--- src/rtl/fetch_unit_if.sv ---
// Fetch-unit bus bundle: instruction-memory request/response, instruction-register
// handshake and redirect inputs. master = fetch unit, slave = its environment.
interface fetch_unit_if;
  logic        imem_req;
  logic [31:0] imem_addr;
  logic        imem_rvalid;
  logic [31:0] imem_rdata;
  logic        ir_ready;
  logic        ir_wr;
  logic [31:0] inst;
  logic [31:0] inst_pc;
  logic        redirect;
  logic [31:0] redirect_pc;

  modport master (
    output imem_req, imem_addr, ir_wr, inst, inst_pc,
    input  imem_rvalid, imem_rdata, ir_ready, redirect, redirect_pc
  );

  modport slave (
    input  imem_req, imem_addr, ir_wr, inst, inst_pc,
    output imem_rvalid, imem_rdata, ir_ready, redirect, redirect_pc
  );
endinterface

--- src/rtl/fetch_unit.sv ---
// Instruction fetch unit: one outstanding imem request feeding a DEPTH-entry prefetch queue.
// Optional macro FETCH_STATS_EN adds saturating fetch_cnt/flush_cnt outputs.
//
// state | meaning
// IDLE  | no request outstanding
// WAIT  | one request outstanding, its response will be queued
// DROP  | one request outstanding, its response will be discarded
module fetch_unit #(
  parameter int          DEPTH    = 4,
  parameter logic [31:0] RESET_PC = 32'h0000_0000
) (
  input  logic         clk,
  input  logic         rst_n,
  fetch_unit_if.master bus
`ifdef FETCH_STATS_EN
  ,
  output logic [15:0]  fetch_cnt,
  output logic [15:0]  flush_cnt
`endif
);
  localparam int PW = $clog2(DEPTH);
  localparam logic [PW:0] DEPTH_C = (PW+1)'(DEPTH);

  typedef enum logic [1:0] {IDLE, WAIT, DROP} state_t;

  state_t        state, state_nxt;
  logic [PW:0]   count, count_after;
  logic [PW-1:0] head, tail;
  logic [31:0]   pc, req_pc;
  logic [31:0]   q_pc   [DEPTH];
  logic [31:0]   q_inst [DEPTH];
  logic          push, pop, room, issue;

  always_ff @(posedge clk) begin
    if (!rst_n) state <= IDLE;
    else        state <= state_nxt;
  end

  always_comb begin
    state_nxt = state;
    unique case (state)
      IDLE: if (issue) state_nxt = WAIT;
      WAIT: begin
        if (bus.imem_rvalid)  state_nxt = issue ? WAIT : IDLE;
        else if (bus.redirect) state_nxt = DROP;
      end
      DROP: if (bus.imem_rvalid) state_nxt = IDLE;
      default: state_nxt = IDLE;
    endcase
  end

  // room looks at the occupancy after this cycle's push/pop so a request never overfills
  always_comb begin
    pop         = rst_n && (count != '0) && bus.ir_ready && !bus.redirect;
    push        = rst_n && (state == WAIT) && bus.imem_rvalid && !bus.redirect;
    count_after = count + {{PW{1'b0}}, push} - {{PW{1'b0}}, pop};
    room        = count_after < DEPTH_C;
    issue       = rst_n && !bus.redirect && room &&
                  ((state == IDLE) || ((state == WAIT) && bus.imem_rvalid));
    bus.ir_wr     = pop;
    bus.imem_req  = issue;
    bus.imem_addr = issue ? pc : '0;
  end

  assign bus.inst    = q_inst[head];
  assign bus.inst_pc = q_pc[head];

  always_ff @(posedge clk) begin
    if (!rst_n) begin
      count  <= '0;
      head   <= '0;
      tail   <= '0;
      pc     <= RESET_PC;
      req_pc <= '0;
    end else if (bus.redirect) begin
      count <= '0;
      head  <= '0;
      tail  <= '0;
      pc    <= bus.redirect_pc & ~32'h3;
    end else begin
      count <= count_after;
      if (pop)  head <= head + PW'(1);
      if (push) tail <= tail + PW'(1);
      if (issue) begin
        pc     <= pc + 32'd4;
        req_pc <= pc;
      end
    end
  end

  always_ff @(posedge clk) begin
    if (push) begin
      q_pc[tail]   <= req_pc;
      q_inst[tail] <= bus.imem_rdata;
    end
  end

`ifdef FETCH_STATS_EN
  always_ff @(posedge clk) begin
    if (!rst_n) begin
      fetch_cnt <= '0;
      flush_cnt <= '0;
    end else begin
      if (pop && (fetch_cnt != 16'hFFFF))          fetch_cnt <= fetch_cnt + 16'd1;
      if (bus.redirect && (flush_cnt != 16'hFFFF)) flush_cnt <= flush_cnt + 16'd1;
    end
  end
`endif
endmodule

--- src/flat_wrapper.sv ---
// flat-port wrapper written by rule: the top's interface ports become plain ports
module fetch_unit_flat 
#(
  parameter int          DEPTH    = 4,
  parameter logic [31:0] RESET_PC = 32'h0000_0000
)
  (clk, rst_n, bus_imem_req, bus_imem_addr, bus_ir_wr, bus_inst, bus_inst_pc, bus_imem_rvalid, bus_imem_rdata, bus_ir_ready, bus_redirect, bus_redirect_pc);
  fetch_unit_if bus_i ();
  input  logic clk;
  input  logic rst_n;
  output wire logic [$bits(bus_i.imem_req)-1:0] bus_imem_req;
  output wire logic [$bits(bus_i.imem_addr)-1:0] bus_imem_addr;
  output wire logic [$bits(bus_i.ir_wr)-1:0] bus_ir_wr;
  output wire logic [$bits(bus_i.inst)-1:0] bus_inst;
  output wire logic [$bits(bus_i.inst_pc)-1:0] bus_inst_pc;
  input wire logic [$bits(bus_i.imem_rvalid)-1:0] bus_imem_rvalid;
  input wire logic [$bits(bus_i.imem_rdata)-1:0] bus_imem_rdata;
  input wire logic [$bits(bus_i.ir_ready)-1:0] bus_ir_ready;
  input wire logic [$bits(bus_i.redirect)-1:0] bus_redirect;
  input wire logic [$bits(bus_i.redirect_pc)-1:0] bus_redirect_pc;
  assign bus_imem_req = bus_i.imem_req;
  assign bus_imem_addr = bus_i.imem_addr;
  assign bus_ir_wr = bus_i.ir_wr;
  assign bus_inst = bus_i.inst;
  assign bus_inst_pc = bus_i.inst_pc;
  assign bus_i.imem_rvalid = bus_imem_rvalid;
  assign bus_i.imem_rdata = bus_imem_rdata;
  assign bus_i.ir_ready = bus_ir_ready;
  assign bus_i.redirect = bus_redirect;
  assign bus_i.redirect_pc = bus_redirect_pc;
  fetch_unit #(.DEPTH(DEPTH), .RESET_PC(RESET_PC)) u_core (.clk(clk), .rst_n(rst_n), .bus(bus_i));
endmodule
--- config.mk ---
export PLATFORM = sky130hd
export DESIGN_NAME = fetch_unit_flat
export DESIGN_NICKNAME = d
export VERILOG_FILES = /design/src/rtl/fetch_unit_if.sv /design/src/rtl/fetch_unit.sv /design/src/flat_wrapper.sv
export SDC_FILE = /design/constraint.sdc
export NUM_CORES = 1
export LEC_CHECK = 0
export BUFFER_PORTS_ARGS = -buffer_cell sky130_fd_sc_hd__buf_2
export CAP_MARGIN = 20
export CORE_UTILIZATION = 60
export DETAILED_ROUTE_END_ITERATION = 10
export HOLD_SLACK_MARGIN = 0.08
export PLACE_DENSITY = 0.83
export SYNTH_ARGS = -nofsm -noshare
export SYNTH_HDL_FRONTEND = slang
export SYNTH_SLANG_ARGS = --single-unit
export TNS_END_PERCENT = 100
--- constraint.sdc ---
create_clock -name clk -period 6.05 [get_ports clk]
set_input_delay 1.21 -clock clk [delete_from_list [all_inputs] [get_ports clk]]
set_output_delay 1.21 -clock clk [all_outputs]
set_load 0.01 [all_outputs]
==> metrics.txt, run 1 <==
Pwr Density 303 nW/um^2; crit path capture bus_imem_addr[16]; Die Wd 147 um; post-layout minimum cycle time 5.40 ns; later-pin clock latency in the skew report 0.54 ns; initial DRC count 620; drt via density 5.93; f_max 185 MHz; PostCTS Resize Cnt 0; R2R depth 10; number of synthesized register bits about 320; Max Cap Viol 0; unrepaired setup endpoints after global routing false; Post-synth EDFFs 248; hold slack final between 0.4 and 0.5 ns; clock buffer depth 3; Setup WS pre-CTS roughly 0.64 ns; grt total ovfl 0; maximum vdd drop ~0.00019 V; cells after synthesis 808; layout cell share with drive strength beyond 1 29.6%; R2R Setup Slk 2.59 ns; Max-Slew Margin vs Limit between 20% and 30%; Least-Margin Pin Slew between 1 and 1.5 ns; postcts setup bufs 0; skew final approximately 0.010 ns; Final #Nets 1,039; Unique masters post-synth 52; Final Hold Viols 0; DIE AREA between 20,000 and 25,000 um^2; detailed placement HPWL around 15,000 um; largest cells by area after synthesis edfxtp_1 59%, dfxtp_1 11%, mux4_2 11%; Worst R2R End u_core.pc[12]; crit-path max FO 31; initial antenna violation count 0; most frequent cells in the layout 248 x edfxtp_1, 160 x buf_2, 77 x nand2_1; Boundary Pins 167; Min-Delay Startpoint u_core.req_pc[2]; RePlAce Congestion 0.836; status finished clean; row cnt 52; RR Startpoint u_core.count[1]; All-Layer GR Usage between 20 and 25%; Post-DRT Antenna Nets 0; Worst EP arrival ~4.2 ns; Post-synth ARST share 0%; vias in the first global route 7,349; Worst setup SP type input pin; Clock Sinks between 300 and 400; Main synth FF type edfxtp_1; syn avg cell area 15.6 um^2; total wire length 26,000 um; WS Path Type input pin to output pin; share of the synthesized area in the top cell type 59.1%; TritonCTS clock tree done; Avg WL per Cell 20.7 um; placed cells 1,198; die height roughly 150 um; Layout fillers 1,324; Worst setup EP type output pin; first-pass iteration count of the detailed router 7; Worst setup startpoint rst_n; vias post-DR 7,443; static leakage 5.09 nW; first-pass GRT wire length 40,200 um; setup TNS 0 ns; YS warnings 0; Synth Cell Area 12,600 um^2; Worst EP required 4.84 ns; Clk Tree Root Cell clkbuf_16; Hold WC Path Type register to register; Final Cycle Share 89.2%; Area growth, synth to finish 16.2%; cts hold-fix bufs 0; most common cell after layout, fill and taps aside edfxtp_1; starting density of the core between 60% and 70%; number of diodes 0; DRC 0; Slew Limit Fails 0; Setup violations, final 0; Seq/Total Area, Yosys a little over two thirds; Final WS setup between 0.6 and 0.7 ns; cell taking the most area after synthesis edfxtp_1; Clk pin slew, worst setup/hold paths approximately 0.06 ns; I/O Buffers 160; largest net degree at the start of global routing 63; Finished Layout Cells about 1,300; H-tree depth 1; total CTS buffers 31; core footprint 20,400 um^2
[where the power goes]
| part | internal (mW) | leakage, nW | switching [mW] | total [mW] |
|---|---|---|---|---|
| Clock | 1.11 | 0.477 | 0.775 | 1.89 |
| Combinational | 0.0567 | 1.86 | 0.0891 | 0.146 |
| Sequential | 2.37 | 2.76 | 0.0274 | 2.40 |
| Total | 3.54 | 5.09 | 0.892 | 4.43 |
[flip-flops by register name, indices dropped and copies added (netlist names), named ones only]
name and flops:
u_core.count 3, u_core.head 2, u_core.tail 2, u_core.state 2, u_core.pc 30, u_core.q_inst 128
u_core.req_pc 30, u_core.q_pc 120
[worst min-delay path by stage]
| stage | to | depth (start not counted) | slack (ns) |
|---|---|---|---|
| after global placement | u_core.q_pc[3][6] | 0 | 0.47 |
| final | u_core.req_pc[2] | 2 | 0.50 |
| after detailed placement | u_core.req_pc[2] | 2 | 0.49 |
| after global routing | u_core.q_pc[1][2] | 0 | 0.51 |
| after CTS | u_core.req_pc[2] | 2 | 0.50 |
| after floorplan | u_core.q_pc[0][10] | 0 | 0.46 |
[final cells by class]
type / count / area, um^2 / share of cell area, %
sequential: 319 / 8870 / 60.6
multi-input combinational: 397 / 3380 / 23.1
timing repair buffer: 171 / 896 / 6.11
clock buffer: 37 / 798 / 5.45
tap: 270 / 338 / 2.31
clock inverter: 20 / 210 / 1.43
inverter: 42 / 158 / 1.08
[kinds of logic (layout without fill, tap and decap cells)]
| logic type | after synthesis | after routing | share of synthesized area [%] |
|---|---|---|---|
| other cells | 1 | 4 | 0.0297 |
| compound gates | 110 | 110 | 5.53 |
| flops | 319 | 319 | 70.3 |
| xor+xnor | 9 | 9 | 0.893 |
| fa+ha+maj | 8 | 8 | 0.853 |
| mux | 62 | 62 | 11.1 |
| simple gates | 204 | 204 | 8.27 |
| buf+inv | 95 | 270 | 3.02 |
[Yosys cell counts (2+ instances only)]
master    instances
or2_2             2
a311oi_1          6
a211oi_1         11
a31oi_1           8
nor2b_1           3
buf_1            11
xnor2_1           7
or3_1             3
nor3_1           14
buf_4             4
and3_1            7
and2_1           10
o221ai_1          2
nand2b_1          4
a211o_1           8
or4_1             7
a21boi_0          3
dfxtp_1          71
nand3_1          14
edfxtp_1        248
nor2_1           22
inv_1            41
o21ai_0          23
and4_1            7
mux4_2           62
nor4_1           15
nand2_1          77
o31ai_1           6
ha_1              7
nor3b_1           2
nand4_1          12
clkbuf_1         36
a21oi_1          36
[worst max-delay path: stages]
cell      delay, ns
buf_2          0.39
nand2b_1       0.17
nor3b_1        0.41
ha_1           0.21
inv_1          0.04
ha_1           0.19
fa_1           0.40
xor3_4         0.28
nand4_1        0.13
inv_1          0.08
buf_4          0.29
nand2_1        0.18
inv_1          0.08
buf_2          0.12
[stage by stage]
stage | total power, mW | area, um^2 | utilization, %
after detailed placement | 2.59 | 13600 | 66.7
after global routing | 4.55 | 14700 | 71.7
after CTS | 4.45 | 14600 | 71.6
after floorplan | 2.52 | 12600 | -
after global placement | 2.58 | 13600 | 66.7
final | 4.43 | 14700 | 71.7
[metal layers]
layer | share of wire [%] | vias to the layer above | GRT usage (%)
met5 | 0 | - | 0
met4 | 2.2 | 0 | 6.91
met3 | 6.1 | 43 | 3.04
met2 | 51 | 300 | 41.7
li1 | - | 3440 | -
met1 | 41 | 3660 | 33.5
Note: power is estimated with default switching activity, not from simulation.
==> run 2, diff against run 1 <==
--- a/config.mk
+++ b/config.mk
@@ -10,6 +10,7 @@
 export CORE_UTILIZATION = 60
 export DETAILED_ROUTE_END_ITERATION = 10
 export HOLD_SLACK_MARGIN = 0.08
+export MAX_ROUTING_LAYER = met4
 export PLACE_DENSITY = 0.83
 export SYNTH_ARGS = -nofsm -noshare
 export SYNTH_HDL_FRONTEND = slang
==> metrics.txt, run 2 (synthesis gave the netlist of run 1 again) <==
status finished clean; Setup violations, final 0; I/O Buffers 160; layer with the highest usage met2; crit-path max FO 31; PostCTS Resize Cnt 0; starting density of the core 61.7%; Sequential Power Share 54.2%; DRC 0; cts hold-fix bufs 0; number of diodes 0; Pwr Density 302 nW/um^2; total wire length approximately 26,000 um; sw frac about a fifth; drt via density 5.93; die height 147 um; vias post-DR ~7,500; initial DRC count approximately 600; row cnt between 50 and 60; biggest regs u_core.q_inst x128, u_core.q_pc x120; R2R Setup Slk 2.60 ns; total power 4.43 mW; GR Util met3 3.01%; Hold WC Path Type register to register; Clock Sinks between 300 and 400; RePlAce Congestion roughly 0.85; initial antenna violation count 0; Clock power frac 42.5%; skew final 0.0120 ns; H-tree depth 1; Final Util around 72%; Worst EP arrival 4.19 ns; hold slack final 0.497 ns; Avg WL per Cell slightly above 20 um; WS Path Type input pin to output pin; largest net degree at the start of global routing 63; switching power 0.888 mW; post-layout minimum cycle time 5.40 ns; first-pass iteration count of the detailed router 7; Post-DRT Antenna Nets 0; Area growth, synth to finish 16.2%; core footprint 20,400 um^2; later-pin clock latency in the skew report 0.54 ns; Logic pwr share 3.3%; clock buffer depth 3; vias in the first global route 7,343; Final Cycle Share 89.2%; GR Util met2 between 40% and 50%; TritonCTS clock tree done; Max-Slew Margin vs Limit 28.0%; unrepaired setup endpoints after global routing false; most common cell after layout, fill and taps aside edfxtp_1; setup TNS 0 ns; max reg flops 128; Internal Pwr Total 3.54 mW; Clk Tree Root Cell clkbuf_16; first-pass GRT wire length 40,200 um; Final Hold Viols 0; Clk pin slew, worst setup/hold paths 0.06 ns; detailed placement HPWL 15,500 um; f_max 185 MHz; Worst setup EP type output pin; maximum vdd drop around 0.00019 V; Boundary Pins 167; most frequent cells in the layout 248 x edfxtp_1, 160 x buf_2, 77 x nand2_1; Worst EP required 4.84 ns; Worst setup SP type input pin; GR Util met1 33.4%; DIE AREA 21,600 um^2; Max Cap Viol 0; static leakage 5.09 nW; layout cell share with drive strength beyond 1 29.6%; Top reg by flops u_core.q_inst; Slew Limit Fails 0; Final #Nets slightly above 1,000; postcts setup bufs 0; All-Layer GR Usage 25.2%; Die Wd roughly 150 um; total CTS buffers 31; Least-Margin Pin Slew approximately 1.1 ns; grt total ovfl 0
[run 2: cell counts in the layout (fill, tap and decap cells not counted)]
No cell type changed its count.
[run 2: worst max-delay path, stage by stage]
cell and delay, ns:
buf_2 0.39, nand2b_1 0.17, nor3b_1 0.41, ha_1 0.21, inv_1 0.04, ha_1 0.19
fa_1 0.40, xor3_4 0.28, nand4_1 0.13, inv_1 0.08, buf_4 0.29, nand2_1 0.18
inv_1 0.08, buf_2 0.12
[run 2: stage by stage]
stage	area (um^2)	worst slack (ns)	instances
after floorplan	12600	0.909	811
after global placement	13600	0.698	1198
after detailed placement	13600	0.642	1198
after CTS	14600	0.643	1255
after global routing	14700	0.364	1256
final	14700	0.651	1256
[run 2: layout make-up]
type | count | area [um^2]
clock buffer | 37 | 798
fill | 1324 | 5780
sequential | 319 | 8870
clock inverter | 20 | 210
inverter | 42 | 158
tap | 270 | 338
multi-input combinational | 397 | 3380
timing repair buffer | 171 | 896
[run 2: worst paths after layout]
check	startpoint	end	depth (start not counted)
max	rst_n	bus_imem_addr[16]	14
min	u_core.req_pc[2]	u_core.req_pc[2]	2
max reg2reg	u_core.count[1]	u_core.pc[12]	10
min reg2reg	u_core.req_pc[2]	u_core.req_pc[2]	2
[run 2: routing by layer]
layer	wire length [um]	vias to the layer above
met3	1660	42
met2	13400	325
met5	0	-
li1	-	3442
met4	541	0
met1	10500	3644
[run 2: power groups by stage]
stage	Sequential, mW	Combinational, mW	Clock [mW]
detailed placement	2.45	0.144	0
floorplan	2.44	0.0853	0
CTS	2.40	0.145	1.90
finish	2.40	0.146	1.88
global placement	2.45	0.139	0
global route	2.40	0.160	1.99
